### src/rtl/mbox_req_arb_if.sv
// MBOX request-side bundle: EBOX request, address, qualifiers and write data
// toward the MBOX, plus acceptance, retry, response and read data back.
interface mbox_req_arb_if #(
    parameter int VMAW  = 23,
    parameter int DATAW = 36
) ();
    logic             EBOX_REQ;
    logic [VMAW-1:0]  EBOX_VMA;
    logic             eboxRead;
    logic             eboxWrite;
    logic [DATAW-1:0] cacheDataWrite;
    logic             cshEBOXT0;
    logic             cshEBOXRetry;
    logic             mboxRespIn;
    logic [DATAW-1:0] cacheDataRead;

    modport master (
        output EBOX_REQ, EBOX_VMA, eboxRead, eboxWrite, cacheDataWrite,
        input  cshEBOXT0, cshEBOXRetry, mboxRespIn, cacheDataRead
    );

    modport slave (
        input  EBOX_REQ, EBOX_VMA, eboxRead, eboxWrite, cacheDataWrite,
        output cshEBOXT0, cshEBOXRetry, mboxRespIn, cacheDataRead
    );
endinterface

### src/rtl/mbox_req_arb.sv
// mbox_req_arb: round-robin arbiter for EBOX requester channels. Holds one
// request at a time, issues it to the MBOX, and handles retry with backoff,
// WAIT timeout and completion/error pulses back to the owning channel.
module mbox_req_arb #(
    parameter int NCHAN       = 2,
    parameter int VMAW        = 23,
    parameter int DATAW       = 36,
    parameter int MAX_RETRY   = 3,
    parameter int RETRY_DELAY = 4,
    parameter int TIMEOUT     = 255
) (
    input  logic                   clk,
    input  logic                   CROBAR,
    input  logic [NCHAN-1:0]       chReq,
    input  logic [NCHAN-1:0]       chRead,
    input  logic [NCHAN-1:0]       chWrite,
    input  logic [NCHAN*VMAW-1:0]  chVMA,
    input  logic [NCHAN*DATAW-1:0] chWData,
    output logic [NCHAN-1:0]       chAck,
    output logic [NCHAN-1:0]       chDone,
    output logic [NCHAN-1:0]       chErr,
    output logic [DATAW-1:0]       rdata,
    mbox_req_arb_if.master         mbox
);
    localparam int CW = (NCHAN > 1) ? $clog2(NCHAN) : 1;
    localparam int RW = $clog2(MAX_RETRY + 2);
    localparam int TW = $clog2(TIMEOUT);
    localparam int BW = (RETRY_DELAY > 1) ? $clog2(RETRY_DELAY) : 1;

    localparam logic [1:0] IDLE    = 2'd0;
    localparam logic [1:0] REQ     = 2'd1;
    localparam logic [1:0] WAIT    = 2'd2;
    localparam logic [1:0] BACKOFF = 2'd3;

    logic [1:0]       state;
    logic [CW-1:0]    grant;
    logic [CW-1:0]    last_grant;
    logic [RW-1:0]    retry_cnt;
    logic [TW-1:0]    wait_cnt;
    logic [BW-1:0]    backoff_cnt;

    logic             pick_valid;
    logic [CW-1:0]    pick;
    int               idx;
    logic [VMAW-1:0]  sel_vma;
    logic [DATAW-1:0] sel_wdata;
    logic             sel_read;
    logic             sel_write;
    logic [RW-1:0]    retry_next;
    logic             retry_ok;
    logic [NCHAN-1:0] grant_hot;

    // Round-robin search: first requesting channel after last_grant, wrapping.
    always_comb begin
        pick_valid = 1'b0;
        pick       = '0;
        idx        = 0;
        for (int unsigned i = 0; i < NCHAN; i++) begin
            idx = int'(last_grant) + 1 + int'(i);
            if (idx >= NCHAN) idx = idx - NCHAN;
            if (!pick_valid && chReq[CW'(idx)]) begin
                pick_valid = 1'b1;
                pick       = CW'(idx);
            end
        end
    end

    // Select the picked channel's address, data and qualifiers.
    always_comb begin
        sel_vma   = '0;
        sel_wdata = '0;
        sel_read  = 1'b0;
        sel_write = 1'b0;
        for (int unsigned k = 0; k < NCHAN; k++) begin
            if (pick == CW'(k)) begin
                sel_vma   = chVMA[k*VMAW +: VMAW];
                sel_wdata = chWData[k*DATAW +: DATAW];
                sel_read  = chRead[k];
                sel_write = chWrite[k];
            end
        end
    end

    // Retry accounting and one-hot owner mask.
    always_comb begin
        retry_next = retry_cnt + RW'(1);
        retry_ok   = (retry_next <= RW'(MAX_RETRY));
        grant_hot  = NCHAN'(1) << grant;
    end

    // Request FSM: capture, issue, wait for response, back off on retry.
    always_ff @(posedge clk) begin
        if (CROBAR) begin
            state               <= IDLE;
            grant               <= '0;
            last_grant          <= CW'(NCHAN - 1);
            retry_cnt           <= '0;
            wait_cnt            <= '0;
            backoff_cnt         <= '0;
            chAck               <= '0;
            chDone              <= '0;
            chErr               <= '0;
            rdata               <= '0;
            mbox.EBOX_REQ       <= 1'b0;
            mbox.EBOX_VMA       <= '0;
            mbox.eboxRead       <= 1'b0;
            mbox.eboxWrite      <= 1'b0;
            mbox.cacheDataWrite <= '0;
        end else begin
            chAck  <= '0;
            chDone <= '0;
            chErr  <= '0;
            case (state)
                IDLE: begin
                    if (pick_valid) begin
                        grant               <= pick;
                        mbox.EBOX_VMA       <= sel_vma;
                        mbox.eboxRead       <= sel_read;
                        mbox.eboxWrite      <= sel_write;
                        mbox.cacheDataWrite <= sel_wdata;
                        retry_cnt           <= '0;
                        chAck               <= NCHAN'(1) << pick;
                        mbox.EBOX_REQ       <= 1'b1;
                        state               <= REQ;
                    end
                end
                REQ: begin
                    if (mbox.cshEBOXRetry) begin
                        retry_cnt     <= retry_next;
                        mbox.EBOX_REQ <= 1'b0;
                        if (retry_ok) begin
                            backoff_cnt <= '0;
                            state       <= BACKOFF;
                        end else begin
                            chErr      <= grant_hot;
                            last_grant <= grant;
                            state      <= IDLE;
                        end
                    end else if (mbox.cshEBOXT0) begin
                        mbox.EBOX_REQ <= 1'b0;
                        wait_cnt      <= '0;
                        state         <= WAIT;
                    end
                end
                WAIT: begin
                    if (mbox.mboxRespIn) begin
                        if (mbox.eboxRead) rdata <= mbox.cacheDataRead;
                        chDone     <= grant_hot;
                        last_grant <= grant;
                        state      <= IDLE;
                    end else if (mbox.cshEBOXRetry) begin
                        retry_cnt <= retry_next;
                        if (retry_ok) begin
                            backoff_cnt <= '0;
                            state       <= BACKOFF;
                        end else begin
                            chErr      <= grant_hot;
                            last_grant <= grant;
                            state      <= IDLE;
                        end
                    end else if (wait_cnt == TW'(TIMEOUT - 1)) begin
                        chErr      <= grant_hot;
                        last_grant <= grant;
                        state      <= IDLE;
                    end else begin
                        wait_cnt <= wait_cnt + TW'(1);
                    end
                end
                BACKOFF: begin
                    if (backoff_cnt == BW'(RETRY_DELAY - 1)) begin
                        mbox.EBOX_REQ <= 1'b1;
                        state         <= REQ;
                    end else begin
                        backoff_cnt <= backoff_cnt + BW'(1);
                    end
                end
                default: state <= IDLE;
            endcase
        end
    end
endmodule

### src/flat_wrapper.sv
// flat-port wrapper written by rule: the top's interface ports become plain ports
module mbox_req_arb_flat 
#(
    parameter int NCHAN       = 2,
    parameter int VMAW        = 23,
    parameter int DATAW       = 36,
    parameter int MAX_RETRY   = 3,
    parameter int RETRY_DELAY = 4,
    parameter int TIMEOUT     = 255
)
  (clk, CROBAR, chReq, chRead, chWrite, chVMA, chWData, chAck, chDone, chErr, rdata, mbox_EBOX_REQ, mbox_EBOX_VMA, mbox_eboxRead, mbox_eboxWrite, mbox_cacheDataWrite, mbox_cshEBOXT0, mbox_cshEBOXRetry, mbox_mboxRespIn, mbox_cacheDataRead);
  mbox_req_arb_if #(.VMAW(VMAW), .DATAW(DATAW)) mbox_i ();
  input  logic clk;
  input  logic CROBAR;
  input  logic [NCHAN-1:0] chReq;
  input  logic [NCHAN-1:0] chRead;
  input  logic [NCHAN-1:0] chWrite;
  input  logic [NCHAN*VMAW-1:0] chVMA;
  input  logic [NCHAN*DATAW-1:0] chWData;
  output logic [NCHAN-1:0] chAck;
  output logic [NCHAN-1:0] chDone;
  output logic [NCHAN-1:0] chErr;
  output logic [DATAW-1:0] rdata;
  output wire logic [$bits(mbox_i.EBOX_REQ)-1:0] mbox_EBOX_REQ;
  output wire logic [$bits(mbox_i.EBOX_VMA)-1:0] mbox_EBOX_VMA;
  output wire logic [$bits(mbox_i.eboxRead)-1:0] mbox_eboxRead;
  output wire logic [$bits(mbox_i.eboxWrite)-1:0] mbox_eboxWrite;
  output wire logic [$bits(mbox_i.cacheDataWrite)-1:0] mbox_cacheDataWrite;
  input wire logic [$bits(mbox_i.cshEBOXT0)-1:0] mbox_cshEBOXT0;
  input wire logic [$bits(mbox_i.cshEBOXRetry)-1:0] mbox_cshEBOXRetry;
  input wire logic [$bits(mbox_i.mboxRespIn)-1:0] mbox_mboxRespIn;
  input wire logic [$bits(mbox_i.cacheDataRead)-1:0] mbox_cacheDataRead;
  assign mbox_EBOX_REQ = mbox_i.EBOX_REQ;
  assign mbox_EBOX_VMA = mbox_i.EBOX_VMA;
  assign mbox_eboxRead = mbox_i.eboxRead;
  assign mbox_eboxWrite = mbox_i.eboxWrite;
  assign mbox_cacheDataWrite = mbox_i.cacheDataWrite;
  assign mbox_i.cshEBOXT0 = mbox_cshEBOXT0;
  assign mbox_i.cshEBOXRetry = mbox_cshEBOXRetry;
  assign mbox_i.mboxRespIn = mbox_mboxRespIn;
  assign mbox_i.cacheDataRead = mbox_cacheDataRead;
  mbox_req_arb #(.NCHAN(NCHAN), .VMAW(VMAW), .DATAW(DATAW), .MAX_RETRY(MAX_RETRY), .RETRY_DELAY(RETRY_DELAY), .TIMEOUT(TIMEOUT)) u_core (.clk(clk), .CROBAR(CROBAR), .chReq(chReq), .chRead(chRead), .chWrite(chWrite), .chVMA(chVMA), .chWData(chWData), .chAck(chAck), .chDone(chDone), .chErr(chErr), .rdata(rdata), .mbox(mbox_i));
endmodule
### config.mk
export PLATFORM = sky130hd
export DESIGN_NAME = mbox_req_arb_flat
export DESIGN_NICKNAME = d
export VERILOG_FILES = /design/src/rtl/mbox_req_arb_if.sv /design/src/rtl/mbox_req_arb.sv /design/src/flat_wrapper.sv
export SDC_FILE = /design/constraint.sdc
export NUM_CORES = 1
export LEC_CHECK = 0
export ABC_AREA = 0
export CAP_MARGIN = 20
export CORE_UTILIZATION = 43
export CTS_CLUSTER_DIAMETER = 200
export DETAILED_ROUTE_END_ITERATION = 16
export GPL_ROUTABILITY_DRIVEN = 1
export GPL_TIMING_DRIVEN = 1
export PLACE_DENSITY = 0.82
export SKIP_LAST_GASP = 1
export SLEW_MARGIN = 20
export SYNTH_ARGS = -nofsm -noshare
export SYNTH_HDL_FRONTEND = slang
export SYNTH_SLANG_ARGS = --single-unit
### constraint.sdc
create_clock -name clk -period 4.95 [get_ports clk]
set_input_delay 0.99 -clock clk [delete_from_list [all_inputs] [get_ports clk]]
set_output_delay 0.99 -clock clk [all_outputs]
set_load 0.01 [all_outputs]
# Word-level counts from Yosys, hierarchy flattened
# Cells that the tools add are included.
[classes] n_addsub=7 magnitude_cmp=5 n_eq_ne=16 shift=2 mux=55 bitwise_logic=4 reduce_logical=17
[op_table] op="$mux W8" count=5
[op_table] op="$mux W36" count=1
[op_table] op="$mux W2" count=17
[op_table] op="$ge A32 B3 Y1 const B" count=1
[op_table] op="$mux W23" count=1
[op_table] op="$mux W1" count=21
[op_table] op="$pmux W8 S2" count=1
[op_table] op="$ne A2 B2 Y1 const B" count=7
[op_table] op="$reduce_and A3 Y1" count=4
[op_table] op="$mux W3" count=3
[op_table] op="$pmux W3 S3" count=1
[op_table] op="$reduce_bool A3 Y1" count=3
[op_table] op="$add A8 B1 Y8 const B" count=1
[op_table] op="$eq A8 B8 Y1 const B" count=1
[op_table] op="$pmux W2 S4" count=1
[op_table] op="$reduce_and A4 Y1" count=2
[op_table] op="$eq A2 B2 Y1 const B" count=3
[op_table] op="$lt A1 B3 Y1 const B" count=2
[op_table] op="$pmux W2 S3" count=1
[op_table] op="$reduce_and A6 Y1" count=1
[op_table] op="$reduce_or A3 Y1" count=2
[op_table] op="$ne A2 B1 Y1 const B" count=2
[op_table] op="$ne A4 B3 Y1 const B" count=1
[op_table] op="$not A1 Y1" count=4
[op_table] op="18 further kinds" count=20
[totals] reg_bits=121 output_inout_bits=104

# Depth between registers and ports, before layout
[logic_depth] depth_word=12 depth_mapped=8 mapped_depth_nobuf=6

# Worst setup path before layout
# Ideal clock, no wire load.
[synth_timing] path_type="input-to-reg" from="input mbox_mboxRespIn" to="register u_core.wait_cnt[3]" setup_time_ps=70 arrival_time_ps=2177 t_required_ps=4880 path_slack_ps=2703 path_stages=5 n_path_buf=1 cell_sequence="and2_1 -> clkbuf_2 -> a211o_4 -> or4_1 -> a21boi_1"
[synth_between] elab_chain_cells=2
[synth_rtl] element="start: declaration" line_no="flat_wrapper.sv:31" text="input wire logic [$bits(mbox_i.mboxRespIn)-1:0] mbox_mboxRespIn;"
[synth_rtl] element="$ne A2 B2 Y1 (no source line)"
[synth_rtl] element="$reduce_and A6 Y1 (no source line)"
[synth_rtl] element="end signal: assignment" line_no="mbox_req_arb.sv:166" text="wait_cnt <= wait_cnt + TW'(1);"
[synth_rtl] element="end: declaration" line_no="mbox_req_arb.sv:39" text="logic [TW-1:0] wait_cnt;"
# No other way between the ends.
# A chain may end at the register's enable or synchronous reset.

# Final worst setup path
[layout_timing] from="input mbox_cshEBOXRetry" to="register u_core.wait_cnt[5]"
[layout_between] elab_chain_cells=2
[layout_rtl] element="start: declaration" line_no="flat_wrapper.sv:30" text="input wire logic [$bits(mbox_i.cshEBOXRetry)-1:0] mbox_cshEBOXRetry;"
[layout_rtl] element="$ne A2 B2 Y1 (no source line)"
[layout_rtl] element="$reduce_and A6 Y1 (no source line) *"
# Every way passes the cells marked *; elsewhere a longest branch is shown, timed or not.

==> summary.md <==
| Metric | Value |
|---|---|
| Core Util, Final | `around 72%` |
| Port Buffers | `between 200 and 300` |
| Post-synth ARST share | `0%` |
| Syn nets | `between 700 and 800` |
| Initial antenna violation count | `0` |
| Layout cells sized above 1 | `roughly 4.6%` |
| Die Wd | `around 110 um` |
| Worst-Margin Slew | `0.9345 ns` |
| Final WL | `15,920 um` |
| All-Layer GR Usage | `between 20% and 30%` |
| Fin nets | `1,010` |
| Worst hold path class | `flop to flop` |
| RSZ-0062 raised after global routing | `false` |
| Reg clk slew, reported paths | `about 0.050 ns` |
| Mean Syn Cell Area | `8.885 um^2` |
| Crit-path cells | `clkdlybuf4s50_1, nor4bb_1, nor2_1, o311ai_1, o41ai_1` |
| Post-synthesis cell count | `~600` |
| CTS tree | `built` |
| Crit Path Class | `input port to flop` |
| Io pins | `about 270` |
| Placed wire-length estimate | `roughly 11,000 um` |
| Synthesized area | `about 5300 um^2` |
| F_max | `361.4 MHz` |
| Leak | `3.450 nW` |
| Num CTS Buffers | `17` |
| Crit share post-route | `between 50% and 60%` |
| Hold bufs inserted after CTS | `0` |
| Tmin final | `2.767 ns` |
| # fillers | `approximately 900` |
| First-pass iteration count of the detailed router | `5` |
| Max-cap violations | `0` |
| DRT iter0 DRCs | `between 200 and 300` |
| Critical Path AT | `approximately 3 ns` |
| Primary FF master, synth | `dfxtp_1` |
| Clk Latency, worst-skew pair | `approximately 0.4 ns` |
| Core area | `approximately 12,000 um^2` |
| Layout Skew | `0.006182 ns` |
| Root Buffer | `clkbuf_16` |
| Clk sinks | `between 100 and 150` |
| Post-DRT Antenna Nets | `0` |
| Final Hold Fails | `0` |
| Grt total ovfl | `0` |
| Final Max Slew Viols | `0` |
| Status | `finished clean` |
| Post-synthesis cell type count | `46` |
| Vias in the first global route | `5,128` |
| CTS Buffer Depth | `2` |
| Antenna Diode Count | `0` |
| Largest delay share family, worst path | `simple AND/OR/NAND/NOR gates` |
| Placer Congestion | `between 0.8 and 0.9` |
| Die area | `between 10,000 and 15,000 um^2` |
| Commonest non-fill, non-tap cell in the layout | `clkdlybuf4s50_1` |
| CP startpoint kind | `input port` |
| Most frequent cells in the layout | `clkdlybuf4s50_1 (266), dfxtp_1 (120), nand2_1 (83)` |
| CP peak stage delay | `approximately 0.87 ns` |
| Setup WS post-layout | `roughly 2.2 ns` |
| Slew Limit Headroom | `a little under two fifths` |
| # rows | `40` |
| DRC errors left | `0` |
| Pre-CTS WS | `between 1.5 and 2 ns` |
| Worst path slowest cell | `nor4bb_1` |
| Via density | `5.283` |
| VDD IR max | `0.0001895 V` |
| Final setup vio count | `0` |
| Max H-tree Level | `4` |
| Syn-to-layout area delta | `62.77%` |
| Largest net degree at the start of global routing | `125` |
| # resized after CTS | `0` |
| Total power | `about 3.1 mW` |
| Number of synthesized flops with an enable pin | `0` |
| First-pass GRT wire length | `~25,000 um` |
| Setup TNS | `0 ns` |
| Vias after detailed routing | `~5,200` |
| Worst setup EP type | `flop` |
| Die height | `~110 um` |
| Initial Util | `between 40 and 50%` |
| Post-DR wirelength/cell | `around 16 um` |
| CP max FO | `11` |
| PwrDens | `358.0 nW/um^2` |
| Synthesized flop and latch total | `121` |
| Setup Buffers After CTS | `0` |
| Crit path buf inv count | `1` |
| Yosys warns | `0` |
| Sequential area share after synthesis | `between 40 and 50%` |
| CP Data Required Time | `roughly 5.2 ns` |
-- through the flow --
step           cell area, um^2  hold slack [ns]  cells
3_3_place_gp              7951           0.4407    962
2_1_floorplan             5260           0.4529    592
4_1_cts                   8527           0.4552    992
5_1_grt                   8562           0.4844    993
3_5_place_dp              7951           0.4478    962
6_report                  8562           0.4514    993
-- cell families after synthesis --
| group | synth area share (%) |
|---|---|
| XOR/XNOR | 0.1665 |
| AO/OA/AOI/OAI | 18.41 |
| buffers and inverters | 3.996 |
| AND/OR/NAND/NOR | 16.44 |
| adder cells (fa/ha/maj) | 2.379 |
| multiplexers | 12.56 |
| flip-flops | 46.05 |
-- worst paths after layout --
check	to	slack [ns]	start	cells past startpoint
min reg2reg	u_core.rdata[5]	0.45	u_core.rdata[5]	2
max	u_core.wait_cnt[5]	2.18	mbox_cshEBOXRetry	5
max reg2reg	u_core.wait_cnt[5]	2.45	u_core.state[0]	6
min	u_core.rdata[5]	0.45	u_core.rdata[5]	2
-- flip-flops by register name, indices dropped and copies added (netlist names), 3 cells and up --
register	flops
u_core.mbox.cacheDataWrite	36
u_core.mbox.EBOX_VMA	23
u_core.wait_cnt	8
u_core.retry_cnt	3
u_core.rdata	36
-- cell usage after synthesis (4+ instances only) --
cell | number | area [um^2]
buf_1 | 4 | 15.01
inv_1 | 9 | 33.78
mux2i_1 | 66 | 660.6
buf_2 | 5 | 25.02
ha_1 | 10 | 125.1
nand3_1 | 4 | 20.02
clkbuf_1 | 35 | 131.4
o21ai_0 | 9 | 45.04
nand2_1 | 84 | 315.3
or3_1 | 6 | 37.54
nand2b_1 | 5 | 31.28
nor2_1 | 70 | 262.8
and2_1 | 4 | 25.02
a21oi_1 | 47 | 235.2
dfxtp_1 | 121 | 2422
a211oi_1 | 65 | 488.0
-- where the power goes --
part | switching, mW | internal, mW
combinational | 0.330 | 0.392
sequential | 0.0647 | 1.07
clock | 0.416 | 0.795
-- per-layer routing --
metal  vias up  track usage, %  share of wire (%)
met5         -               0                  0
met3        20           4.698                5.1
met2       213           47.28                 53
met4         0           9.244                1.5
met1      2415           27.29                 40
li1       2598               -                  -
-- final cells by class --
class	instances	area, um^2	share of cell area [%]
timing repair buffer	269	2709	31.64
multi-input combinational	417	2634	30.76
sequential	121	2426	28.34
clock buffer	21	450.4	5.261
tap	147	183.9	2.148
clock inverter	9	125.1	1.461
inverter	9	33.78	0.3946
-- tightest hold or removal path: stages (launching register included) --
cell and delay (ns):
dfxtp_1 0.30, nand2_1 0.05, a21oi_1 0.05
(Power assumes the default switching activity.)
